--- config.mk ---
export PLATFORM = sky130hd
export DESIGN_NAME = ex_hazard_controller
export DESIGN_NICKNAME = d
export VERILOG_FILES = /design/src/rtl/ex_hazard_controller.sv
export SDC_FILE = /design/constraint.sdc
export NUM_CORES = 1
export LEC_CHECK = 0
export CAP_MARGIN = 20
export CORE_UTILIZATION = 39
export CTS_CLUSTER_SIZE = 28
export DETAILED_ROUTE_END_ITERATION = 10
export GPL_ROUTABILITY_DRIVEN = 0
export PLACE_DENSITY = 0.88
export SYNTH_ARGS = -nofsm -noshare
export SYNTH_HDL_FRONTEND = slang
export SYNTH_SLANG_ARGS = --single-unit
--- constraint.sdc ---
create_clock -name clk -period 2.35 [get_ports clk]
set_input_delay 0.47 -clock clk [delete_from_list [all_inputs] [get_ports clk]]
set_output_delay 0.47 -clock clk [all_outputs]
set_load 0.01 [all_outputs]
--- src/rtl/ex_hazard_controller.sv ---
// EX-stage hazard sequencer for the 5-stage MIPS pipeline: load-use stalls, branch flushes,
// multi-cycle op waits, ALU forwarding selects and saturating stall/flush event counters.
module ex_hazard_controller #(
    parameter int RA_W  = 5,
    parameter int CNT_W = 16
) (
    input  logic             clk,
    input  logic             rst,
    input  logic [RA_W-1:0]  id_rs,
    input  logic [RA_W-1:0]  id_rt,
    input  logic             id_uses_rt,
    input  logic [RA_W-1:0]  idex_rs,
    input  logic [RA_W-1:0]  idex_rt,
    input  logic [RA_W-1:0]  idex_rd,
    input  logic             idex_MemRead,
    input  logic             mc_start,
    input  logic             mc_done,
    input  logic [RA_W-1:0]  exmem_rd,
    input  logic             exmem_RegWrite,
    input  logic [RA_W-1:0]  memwb_rd,
    input  logic             memwb_RegWrite,
    input  logic             branch_taken,
    output logic             pc_write,
    output logic             ifid_write,
    output logic             idex_bubble,
    output logic             ifid_flush,
    output logic             idex_flush,
    output logic             exmem_flush,
    output logic             exmem_hold,
    output logic             mc_abort,
    output logic [1:0]       fwd_a,
    output logic [1:0]       fwd_b,
    output logic [CNT_W-1:0] stall_cnt,
    output logic [CNT_W-1:0] flush_cnt
);

    typedef enum logic [1:0] {RUN, MC_WAIT, FLUSH} state_t;

    state_t state, state_nxt;
    logic   load_use;
    logic   flush_evt;

    assign load_use = idex_MemRead && (idex_rd != '0) &&
                      ((idex_rd == id_rs) || (id_uses_rt && (idex_rd == id_rt)));

    // Register 0 is hardwired, so it is never a forwarding source; EX/MEM is newer and wins.
    function automatic logic [1:0] fwd_sel(input logic [RA_W-1:0] src);
        if (exmem_RegWrite && (exmem_rd != '0) && (exmem_rd == src))
            return 2'b10;
        else if (memwb_RegWrite && (memwb_rd != '0) && (memwb_rd == src))
            return 2'b01;
        else
            return 2'b00;
    endfunction

    always_comb begin
        pc_write    = 1'b1;
        ifid_write  = 1'b1;
        idex_bubble = 1'b0;
        ifid_flush  = 1'b0;
        idex_flush  = 1'b0;
        exmem_flush = 1'b0;
        exmem_hold  = 1'b0;
        mc_abort    = 1'b0;
        fwd_a       = 2'b00;
        fwd_b       = 2'b00;
        flush_evt   = 1'b0;
        state_nxt   = state;
        if (rst) begin
            pc_write    = 1'b0;
            ifid_write  = 1'b0;
            ifid_flush  = 1'b1;
            idex_flush  = 1'b1;
            exmem_flush = 1'b1;
            state_nxt   = RUN;
        end else begin
            fwd_a = fwd_sel(idex_rs);
            fwd_b = fwd_sel(idex_rt);
            case (state)
                RUN: begin
                    if (branch_taken) begin
                        ifid_flush  = 1'b1;
                        idex_flush  = 1'b1;
                        exmem_flush = 1'b1;
                        flush_evt   = 1'b1;
                        state_nxt   = FLUSH;
                    end else if (mc_start) begin
                        pc_write   = 1'b0;
                        ifid_write = 1'b0;
                        exmem_hold = 1'b1;
                        state_nxt  = MC_WAIT;
                    end else if (load_use) begin
                        pc_write    = 1'b0;
                        ifid_write  = 1'b0;
                        idex_bubble = 1'b1;
                    end
                end
                MC_WAIT: begin
                    pc_write   = 1'b0;
                    ifid_write = 1'b0;
                    exmem_hold = 1'b1;
                    // An older branch resolving in MEM kills the op even if it completes now.
                    if (branch_taken) begin
                        mc_abort    = 1'b1;
                        ifid_flush  = 1'b1;
                        idex_flush  = 1'b1;
                        exmem_flush = 1'b1;
                        pc_write    = 1'b1;
                        flush_evt   = 1'b1;
                        state_nxt   = FLUSH;
                    end else if (mc_done) begin
                        exmem_hold = 1'b0;
                        state_nxt  = RUN;
                    end
                end
                FLUSH: begin
                    ifid_flush = 1'b1;
                    state_nxt  = RUN;
                end
                default: state_nxt = RUN;
            endcase
        end
    end

    always_ff @(posedge clk) begin
        if (rst) begin
            state     <= RUN;
            stall_cnt <= '0;
            flush_cnt <= '0;
        end else begin
            state <= state_nxt;
            if (!pc_write && (stall_cnt != '1))
                stall_cnt <= stall_cnt + 1'b1;
            if (flush_evt && (flush_cnt != '1))
                flush_cnt <= flush_cnt + 1'b1;
        end
    end

endmodule

==> impl_summary.txt <==
----------------------------------------------------
[Status]
  Outcome ... finished, violations left
  Failing checks ... negative setup slack

[Global route]
  Global routing usage on met2 ... 41.6%
  Met3 capacity usage during global routing ... 4.76%
  Met1 capacity usage during global routing ... 23.7%
  Global-route layer with the greatest usage ... met2
  Global-route usage over all layers ... 21.7%
  First-pass GRT wire length ... 9540 um
  Maximum number of pins on one net before global-route repair ... 33
  Vias in the first global route ... 2167
  Antenna violations before repair ... 0
  Overall overflow remaining after global route ... 0

[Routing]
  Iteration-0 DRC Markers ... 111
  Remaining design rule violation count ... 0
  ANT nets after route ... 0
  Number of detailed-routing iterations run before antenna repair ... 5
  Vias ... 2294
  Final routed wirelength across all metal layers ... 6290 um
  Routed via count divided by cell count ... 5.19
  Wire length per cell ... 14.2 um

[Critical path]
  Crit path DAT ... 1910 ps
  Reg2reg end ... stall_cnt[14]$_SDFFE_PP0P_
  Path type of the worst setup path ... in -> out
  Count of cells along the worst register-to-register path ... 7
  Slack of the worst reg-to-reg path ... 280 ps
  Endpoint type of the worst setup path ... primary output
  Launch point of the worst reg-to-reg path ... stall_cnt[6]$_SDFFE_PP0P_
  Critical path fanouts, max ... 3
  Startpoint of the most critical setup path ... exmem_rd[1]
  CP startpoint kind ... primary input
  Crit path required time ... 1880 ps
  Termination of the worst setup path ... fwd_a[0]

[Pwr]
  Power per standard cell area ... 386 nW/um^2
  Power, Total ... 1.30 mW
  Worst-case vdd ir drop ... 352 uV
  Leakage power ... 1.35 nW

[Clock network]
  Num CTS Buffers ... 5
  # H-tree levels ... 2
  Clock root buffer ... clkbuf_8
  Bufs on Longest Clock Path ... 2
  Worst-Skew Late Latency ... 280 ps
  Clock tree from TritonCTS ... built
  Clock transition time at the flip-flop clock pins of the worst setup and hold paths ... 60 ps
  TritonCTS sink count ... 34
  Cts-stage hold buffer count ... 0

[Synthesis]
  Synth unique cells ... 39
  Synthesized-area fraction occupied by adder cells ... 1.18%
  Multiplexer fraction of the synthesized cell area ... 3.12%
  Synth Area in Compound Gates ... 11.4%
  Simple-gate share of the synthesized area ... 30.2%
  Largest cells by area after synthesis ... dfxtp_1 (32%), xnor2_1 (9.9%), xor2_1 (8.2%), or4_1 (4.6%), nor2_1 (4.1%)
  Post-Synthesis Mean Instance Area ... 8.36 sq um
  Share of synthesized registers carrying an async set or reset ... 0%
  Synth Register Bits ... 34
  Post-synth top flop ... dfxtp_1
  Cell with the most instances after synthesis ... dfxtp_1
  Post-synthesis net count ... 300
  Area fraction of the dominant cell type after synthesis ... 32.1%
  Share of the yosys chip area belonging to registers ... 32.1%
  Post-synthesis xor/xnor area fraction ... 18.1%
  Cell Area, Synth ... 2120 sq um
  Area leader, netlist ... dfxtp_1
  Number of enable-type register cells in the synthesized netlist ... 0
  Cell types with the highest counts after synthesis ... dfxtp_1 (34), xnor2_1 (24), nor2_1 (23)
  Combinational family with the most area after synthesis ... simple AND/OR/NAND/NOR gates
  Synthesis Warnings ... 0
  Gate count after technology mapping ... 254

[STA]
  Largest clock skew in the final design ... 6.07 ps
  Tcrit/Tclk final ... 101%
  Min Tclk post-route ... 2380 ps
  Highest clock frequency the design can meet ... 420 MHz
  Post-route setup slack ... -30.6 ps
  Worst hold slack after final layout ... 495 ps
  Number of max-slew violations in the final report ... 0
  Worst max-slew margin expressed relative to the limit ... 75.7%
  Setup repair after global routing missed its margin ... yes
  Pin slew with the least headroom to its limit ... 361 ps
  Setup-violating endpoint count in the final report ... 1
  Number of endpoints with negative hold slack in the final report ... 0
  Final setup TNS ... -30.6 ps

[Cells and area]
  Fill count ... 445
  # diodes ... 0
  Fin area ... 3380 sq um
  Layout overhead on the synthesized area ... 59.0%
  Util after Layout ... 65.3%
  Net count of the finished layout ... 419
  Layout cells sized above 1 ... 19.9%
  Cell Count, Final, Fillers Out ... 442

[Place]
  Cell Area, Placed ... 3290 sq um
  Cell total after placement ... 436
  Pre-CTS setup slack ... -910 ps
  Number of port buffers ... 87
  Post-DP HPWL ... 4710 um

[Floorplanning]
  Initial core utilization ... 41.0%
  Core Area ... 5170 sq um
  DIE AREA ... 5740 sq um
  Die Span Y ... 75.8 um
  Std-Cell Rows ... 26
  Top-level port count ... 88
  Chip Width ... 75.8 um

[Job]
  Maxcap violations ... 0

[Min path]
  Kind of path behind the tightest hold check ... reg -> reg

----------------------------------------------------
cells by family (layout without fill, tap and decap cells):
kind of cell,count (synthesis),count (layout)
AOI/OAI and AO/OA,36,36
xor gates and xnor gates,44,44
adders and majority gates,2,2
buffers and inverters,16,134
DFF,34,34
muxes,6,6
and+or+nand+nor,116,116
worst max-delay path, cell delays in order:
cell	delay (ps)
buf_6	100
or4_4	540
o21ai_4	210
buf_6	130
nor3_4	30
nor4_1	250
buf_2	180
layer usage:
layer  part of all wire [%]  wire, um
met5                      0         0
met4                    1.5        93
met3                    3.7       235
met2                     54      3380
met1                     41      2580
cells in the final DEF, fill, tap and decap left out, types with 5 or more instances in the layout:
master,n
a21oi_1,13
and3_1,7
buf_2,9
buf_4,32
buf_6,5
clkbuf_8,6
clkdlybuf4s50_1,41
dfxtp_1,34
dlygate4sd2_1,24
inv_1,6
nand2_1,20
nand3_1,9
nand4_1,8
nor2_1,23
nor2b_1,8
nor4_1,8
o31ai_1,8
or4_1,10
xnor2_1,24
xor2_1,20
area by class of cell:
type | count | area [sq um] | area share [%]
inverter | 6 | 22.5 | 0.667
sequential | 34 | 681 | 20.2
tap | 70 | 87.6 | 2.59
timing repair buffer | 122 | 1060 | 31.4
clock buffer | 6 | 82.6 | 2.45
multi-input combinational | 204 | 1440 | 42.7
sequential cells by signal (all words and copies together) (netlist names):
name,cells
state,2
stall_cnt,16
flush_cnt,16
report_power, final:
| group | switching (mW) | leakage (nW) | total (mW) | internal (mW) |
|---|---|---|---|---|
| combinational | 0.133 | 1.03 | 0.289 | 0.156 |
| clock | 0.194 | 0.0431 | 0.420 | 0.226 |
| sequential | 0.0102 | 0.275 | 0.594 | 0.584 |
worst min path at each step:
stage / slack, ps / startpoint / to / cells past startpoint
2_1_floorplan: 500 / stall_cnt[3]$_SDFFE_PP0P_ / stall_cnt[3]$_SDFFE_PP0P_ / 2
3_3_place_gp: 480 / stall_cnt[3]$_SDFFE_PP0P_ / stall_cnt[3]$_SDFFE_PP0P_ / 2
3_5_place_dp: 490 / stall_cnt[3]$_SDFFE_PP0P_ / stall_cnt[3]$_SDFFE_PP0P_ / 2
4_1_cts: 500 / stall_cnt[3]$_SDFFE_PP0P_ / stall_cnt[3]$_SDFFE_PP0P_ / 2
5_1_grt: 530 / stall_cnt[2]$_SDFFE_PP0P_ / stall_cnt[2]$_SDFFE_PP0P_ / 2
6_report: 500 / stall_cnt[3]$_SDFFE_PP0P_ / stall_cnt[3]$_SDFFE_PP0P_ / 2
repair_timing:
item / CTS / global route
pin swaps: 24 / 14
setup endpoints to repair: 27 / 11
setup buffers: 0 / 2
gates resized for setup: 92 / 24
Power figures use the tool's default switching activity.
